`src/rtl/mctl_pkg.sv`:
```
// Shared definitions for the multi-cycle MIPS-subset controller:
// opcodes, FSM states, datapath mux encodings and the control vector.
package mctl_pkg;

    localparam logic [5:0] OP_RTYPE = 6'b000000;
    localparam logic [5:0] OP_LW    = 6'b100011;
    localparam logic [5:0] OP_SW    = 6'b101011;
    localparam logic [5:0] OP_BEQ   = 6'b000100;
    localparam logic [5:0] OP_J     = 6'b000010;

    typedef enum logic [3:0] {
        IDLE,
        FETCH,
        DECODE,
        MEMADR,
        MEMRD,
        MEMWB,
        MEMWR,
        EXEC,
        RWB,
        BRANCH,
        JUMP,
        HALT
    } state_t;

    localparam logic [1:0] ALUOP_ADD   = 2'b00;
    localparam logic [1:0] ALUOP_SUB   = 2'b01;
    localparam logic [1:0] ALUOP_FUNCT = 2'b10;

    localparam logic [1:0] SRCB_B      = 2'b00;
    localparam logic [1:0] SRCB_FOUR   = 2'b01;
    localparam logic [1:0] SRCB_IMM    = 2'b10;
    localparam logic [1:0] SRCB_IMM_SH = 2'b11;

    localparam logic [1:0] PCSRC_ALU    = 2'b00;
    localparam logic [1:0] PCSRC_ALUOUT = 2'b01;
    localparam logic [1:0] PCSRC_JUMP   = 2'b10;

    typedef struct packed {
        logic       pc_en;
        logic       iord;
        logic       mem_read;
        logic       mem_write;
        logic       ir_write;
        logic       reg_dst;
        logic       memto_reg;
        logic       reg_write;
        logic       alu_src_a;
        logic [1:0] alu_src_b;
        logic [1:0] alu_op;
        logic [1:0] pc_src;
    } ctl_t;

    function automatic logic op_supported(input logic [5:0] op);
        return (op == OP_RTYPE) || (op == OP_LW) || (op == OP_SW) ||
               (op == OP_BEQ) || (op == OP_J);
    endfunction

endpackage

```
`src/rtl/mctl_decode.sv`:
```
// Combinational control-vector decode from the current state; only the
// PC/IR enables look at mem_ready and zero.
module mctl_decode
    import mctl_pkg::*;
(
    input  state_t state,
    input  logic   mem_ready,
    input  logic   zero,
    output ctl_t   ctl
);

    always_comb begin
        ctl = '0;
        case (state)
            FETCH: begin
                ctl.mem_read  = 1'b1;
                ctl.alu_src_b = SRCB_FOUR;
                ctl.alu_op    = ALUOP_ADD;
                ctl.pc_src    = PCSRC_ALU;
                ctl.ir_write  = mem_ready;
                ctl.pc_en     = mem_ready;
            end
            DECODE: begin
                ctl.alu_src_b = SRCB_IMM_SH;
                ctl.alu_op    = ALUOP_ADD;
            end
            MEMADR: begin
                ctl.alu_src_a = 1'b1;
                ctl.alu_src_b = SRCB_IMM;
                ctl.alu_op    = ALUOP_ADD;
            end
            MEMRD: begin
                ctl.iord     = 1'b1;
                ctl.mem_read = 1'b1;
            end
            MEMWB: begin
                ctl.memto_reg = 1'b1;
                ctl.reg_write = 1'b1;
            end
            MEMWR: begin
                ctl.iord      = 1'b1;
                ctl.mem_write = 1'b1;
            end
            EXEC: begin
                ctl.alu_src_a = 1'b1;
                ctl.alu_src_b = SRCB_B;
                ctl.alu_op    = ALUOP_FUNCT;
            end
            RWB: begin
                ctl.reg_dst   = 1'b1;
                ctl.reg_write = 1'b1;
            end
            BRANCH: begin
                ctl.alu_src_a = 1'b1;
                ctl.alu_src_b = SRCB_B;
                ctl.alu_op    = ALUOP_SUB;
                ctl.pc_src    = PCSRC_ALUOUT;
                ctl.pc_en     = zero;
            end
            JUMP: begin
                ctl.pc_src = PCSRC_JUMP;
                ctl.pc_en  = 1'b1;
            end
            default: ctl = '0;
        endcase
    end

endmodule

```
`src/rtl/multicycle_ctl.sv`:
```
// Multi-cycle control FSM for the shared-memory MIPS-subset datapath,
// with sticky illegal-opcode trap and retired-instruction counter.
//
// state  | meaning
// IDLE   | one idle cycle after reset
// FETCH  | read instruction at PC, PC+4 -> PC; waits on mem_ready
// DECODE | op now valid; branch target -> ALUOut
// MEMADR | effective address A + imm
// MEMRD  | load data read at ALUOut; waits on mem_ready
// MEMWB  | MDR -> rt, retire
// MEMWR  | store to ALUOut; waits on mem_ready, retires on completion
// EXEC   | R-type ALU operation
// RWB    | ALUOut -> rd, retire
// BRANCH | compare A/B, PC <- ALUOut if zero, retire
// JUMP   | PC <- jump target, retire
// HALT   | illegal opcode trap, left only by rst
module multicycle_ctl
    import mctl_pkg::*;
#(
    parameter int CNT_W = 32
) (
    input  logic             clk,
    input  logic             rst,
    input  logic [5:0]       op,
    input  logic             zero,
    input  logic             mem_ready,
    output logic             pc_en,
    output logic             iord,
    output logic             mem_read,
    output logic             mem_write,
    output logic             ir_write,
    output logic             reg_dst,
    output logic             memto_reg,
    output logic             reg_write,
    output logic             alu_src_a,
    output logic [1:0]       alu_src_b,
    output logic [1:0]       alu_op,
    output logic [1:0]       pc_src,
    output logic             illegal,
    output logic [CNT_W-1:0] retired
);

    state_t state;
    state_t state_next;
    ctl_t   ctl;
    logic   retire;

    always_ff @(posedge clk or posedge rst) begin
        if (rst) begin
            state <= IDLE;
        end else begin
            state <= state_next;
        end
    end

    always_comb begin
        state_next = state;
        retire     = 1'b0;
        case (state)
            IDLE:   state_next = FETCH;
            FETCH:  if (mem_ready) state_next = DECODE;
            DECODE: begin
                if (!op_supported(op))                     state_next = HALT;
                else if (op == OP_LW || op == OP_SW)       state_next = MEMADR;
                else if (op == OP_RTYPE)                   state_next = EXEC;
                else if (op == OP_BEQ)                     state_next = BRANCH;
                else                                       state_next = JUMP;
            end
            MEMADR: state_next = (op == OP_LW) ? MEMRD : MEMWR;
            MEMRD:  if (mem_ready) state_next = MEMWB;
            MEMWB: begin
                retire     = 1'b1;
                state_next = FETCH;
            end
            MEMWR: begin
                if (mem_ready) begin
                    retire     = 1'b1;
                    state_next = FETCH;
                end
            end
            EXEC:   state_next = RWB;
            RWB, BRANCH, JUMP: begin
                retire     = 1'b1;
                state_next = FETCH;
            end
            HALT:   state_next = HALT;
            default: state_next = IDLE;
        endcase
    end

    // Set on the edge that enters HALT so it is already high in the first HALT cycle.
    always_ff @(posedge clk or posedge rst) begin
        if (rst) begin
            illegal <= 1'b0;
        end else if (state_next == HALT) begin
            illegal <= 1'b1;
        end
    end

    always_ff @(posedge clk or posedge rst) begin
        if (rst) begin
            retired <= '0;
        end else if (retire) begin
            retired <= retired + CNT_W'(1);
        end
    end

    mctl_decode u_decode (
        .state     (state),
        .mem_ready (mem_ready),
        .zero      (zero),
        .ctl       (ctl)
    );

    assign pc_en     = ctl.pc_en;
    assign iord      = ctl.iord;
    assign mem_read  = ctl.mem_read;
    assign mem_write = ctl.mem_write;
    assign ir_write  = ctl.ir_write;
    assign reg_dst   = ctl.reg_dst;
    assign memto_reg = ctl.memto_reg;
    assign reg_write = ctl.reg_write;
    assign alu_src_a = ctl.alu_src_a;
    assign alu_src_b = ctl.alu_src_b;
    assign alu_op    = ctl.alu_op;
    assign pc_src    = ctl.pc_src;

endmodule
```
`config.mk`:
```
export PLATFORM = sky130hd
export DESIGN_NAME = multicycle_ctl
export DESIGN_NICKNAME = d
export VERILOG_FILES = /design/src/rtl/mctl_pkg.sv /design/src/rtl/mctl_decode.sv /design/src/rtl/multicycle_ctl.sv
export SDC_FILE = /design/constraint.sdc
export NUM_CORES = 1
export LEC_CHECK = 0
export ABC_AREA = 1
export BUFFER_PORTS_ARGS = -buffer_cell sky130_fd_sc_hd__buf_2
export CAP_MARGIN = 20
export CELL_PAD_IN_SITES_DETAIL_PLACEMENT = 1
export CELL_PAD_IN_SITES_GLOBAL_PLACEMENT = 1
export CORE_AREA = 8 8 103 105
export CTS_CLUSTER_SIZE = 28
export DETAILED_ROUTE_END_ITERATION = 7
export DIE_AREA = 0 0 111 113
export GPL_ROUTABILITY_DRIVEN = 0
export PLACE_DENSITY_LB_ADDON = 0.1
export SLEW_MARGIN = 20
export SYNTH_ARGS = -nofsm -noshare
export SYNTH_HDL_FRONTEND = slang
export SYNTH_SLANG_ARGS = --single-unit
```
`constraint.sdc`:
```
create_clock -name clk -period 4.44 [get_ports clk]
set_input_delay 0.222 -clock clk [delete_from_list [all_inputs] [get_ports clk]]
set_output_delay 0.222 -clock clk [all_outputs]
set_load 0.005 [all_outputs]
```
==> results.ini <==
[critical_path]
start_kind=flop
rrSetupSlack_ps=2320
reg2reg_to=retired[25]
reg2reg_from=state[3]
critPathMaxFanout=33
cp.required_ps=4630
critPathArrivalTime_ps=2300
crit_path_max_incr_delay_ps=440
cpMostUsedCell=nand2_1
worstRegToRegCells=7
cp_slowest_cell=nand2_2
path_cells=nand2_1 -> nor2_2 -> nor3_4 -> buf_4 -> nand2_2 -> nand2_1 -> nand2_1
crit_type=reg -> reg
crit_path_end_kind=flop

[clocking]
h-tree-depth=2
cts_hold_buf=0
cts_tree=yes
path_clk_slew_ps=80
cts_resized=0
cts_sinks=37
cts_root_buf=clkbuf_8
insertion_delay_ps=300
post-cts-setup-buffers=0
clk_path_buf_depth=2
cts_buffers=5

[logic_synthesis]
synth-warning-count=0
yosysSeqAreaShare_pct=35.2
synth_top_family_by_area=simple AND/OR/NAND/NOR gates
synth.distinct_cells=23
syn-num-nets=441
synth_compound_area_share_pct=1.62
synth.area.mux_share_pct=0
synth_fa_ha_area_share_pct=0.476
synth-xor-area-share_pct=5.00
ys_ff_latch=37
synth_simple_gate_area_share_pct=49.8
netlist_instances=430
postSynthAreaPerCell_um2=6.11
netlist_area_mm2=0.00263

[power]
power.density_mw_per_mm2=374
total_power_mw=1.17
leakage_nw=1.69
ir_worst_vdd_mv=0.199

[grt]
grt_max_degree=38
gr-usage-met1_pct=17.7
grt.total_usage_pct=13.7
busiest_layer=met2
grtUsageMet2_pct=22.8
grt_use_met3_pct=2.86
first_global_vias=2912
antenna_found_initial=0
grt_first_pass_wirelength_um=14300
grt_overflow=0

[floorplanning]
die_h_um=113
start_util_pct=29.3
rows=35
core_area_mm2=0.00898
dieArea_mm2=0.0125
ios=58
fp.dieW_um=111

[final_layout]
final_nets=499
layout_common_cells=183 x nand2_1, 69 x nor2_1, 58 x nand3_1, 57 x buf_2, 38 x inv_1
ff_latch_area_um2=926
n_antenna_cell=0
final_common_cell=nand2_1
multiInputGateArea_mm2=0.00150
area_delta_synth_final_pct=18.4
fillers=1215
drive_above_1_share_pct=16.2

[drt]
firstDrtPassIters=4
drt-total-wl_um=8500
viasPerCell=4.68
vias=2807
ant_nets=0
drcViolationCount=0
wire_per_inst_um=14.2
dr.first_iter.drc_count=109

[status]
status=finished, final reports clean

[sta]
tightestPinTransition_ps=595
timing.setup.tns_ps=0
fmaxAchievable_ghz=0.473
hold_violations=0
fin_crit_sh_pct=47.6
slew_violations=0
period_needed_ps=2120
slew_headroom_pct=60.2
clock_skew_ps=6.84
rsz0062_at_grt=no
setup_viol=0

[placed_design]
port_buffers=57
post-dp-hpwl_um=6670

[min_path]
worstHoldPathType=in -> async

[flow_run]
maxCapViolCount=0

report_power, final:
part	switching (mW)	internal, mW	leakage, nW
clock network	0.137	0.109	0.0439
logic	0.348	0.154	1.14
registers	0.0447	0.372	0.502
synthesized netlist by cell type:
library cell	count	share of area [%]
nand3b_1	2	0.57
buf_4	3	0.86
nor3_4	1	0.62
dfrtp_1	37	35
nor3_1	1	0.19
nand3_1	58	11
nand2_1	183	26
o22ai_1	2	0.48
o31ai_1	1	0.29
xor2_1	11	3.7
o21ai_2	1	0.33
inv_1	38	5.4
clkbuf_1	3	0.43
ha_1	1	0.48
a211o_1	1	0.33
nor2_2	4	0.95
nand4_1	1	0.24
xnor2_1	4	1.3
inv_2	4	0.57
nand2_2	1	0.24
o21ai_0	1	0.19
buf_2	3	0.57
nor2_1	69	9.9
worst max-delay path, delay by kind of cell (launching register included):
kind | cells | cell delay, ps
simple gates | 6 | 1210
buf+inv | 1 | 350
flops | 1 | 430
worst max-delay path by stage:
stage               startpoint          end  cells after the start
floorplan           retired[0]  retired[30]                     10
global placement      state[3]  retired[18]                      7
detailed placement    state[3]  retired[28]                      7
CTS                   state[3]  retired[28]                      7
global route          state[3]  retired[24]                      7
finish                state[3]  retired[25]                      7
flip-flops by register name (all words and copies together), names as in the netlist:
| name | flops |
|---|---|
| retired | 32 |
| illegal | 1 |
| state | 4 |
routing by layer:
layer	wire [um]	share of wire (%)
met5	0	0
met4	76	0.89
met3	261	3.1
met2	3940	46
met1	4230	50
per-stage QoR:
step	utilization, %	instance area (um2)	hold slack [ps]	instances	setup WS, ps
after detailed placement	33.7	3030	380	592	2260
after floorplan	-	2630	402	430	2870
after global routing	34.7	3110	85.9	600	2080
final	34.7	3110	32.1	600	2320
after global placement	33.7	3030	374	592	2340
after CTS	34.7	3110	49.3	600	2240
cell families (layout without fill, tap and decap cells):
kind of cell             count (synthesis)  after routing
AO/OA/AOI/OAI                            6              6
adder cells (fa/ha/maj)                  1              1
buffers and inverters                   51            110
AND/OR/NAND/NOR                        320            320
flip-flops                              37             37
XOR/XNOR                                15             15
layout make-up:
type	count	area share, %
inverter	42	5.06
tap	111	4.46
multi-input combinational	342	48.1
clock buffer	5	2.21
clock inverter	3	0.563
timing repair buffer	60	9.89
sequential	37	29.7
(Power assumes the default switching activity.)
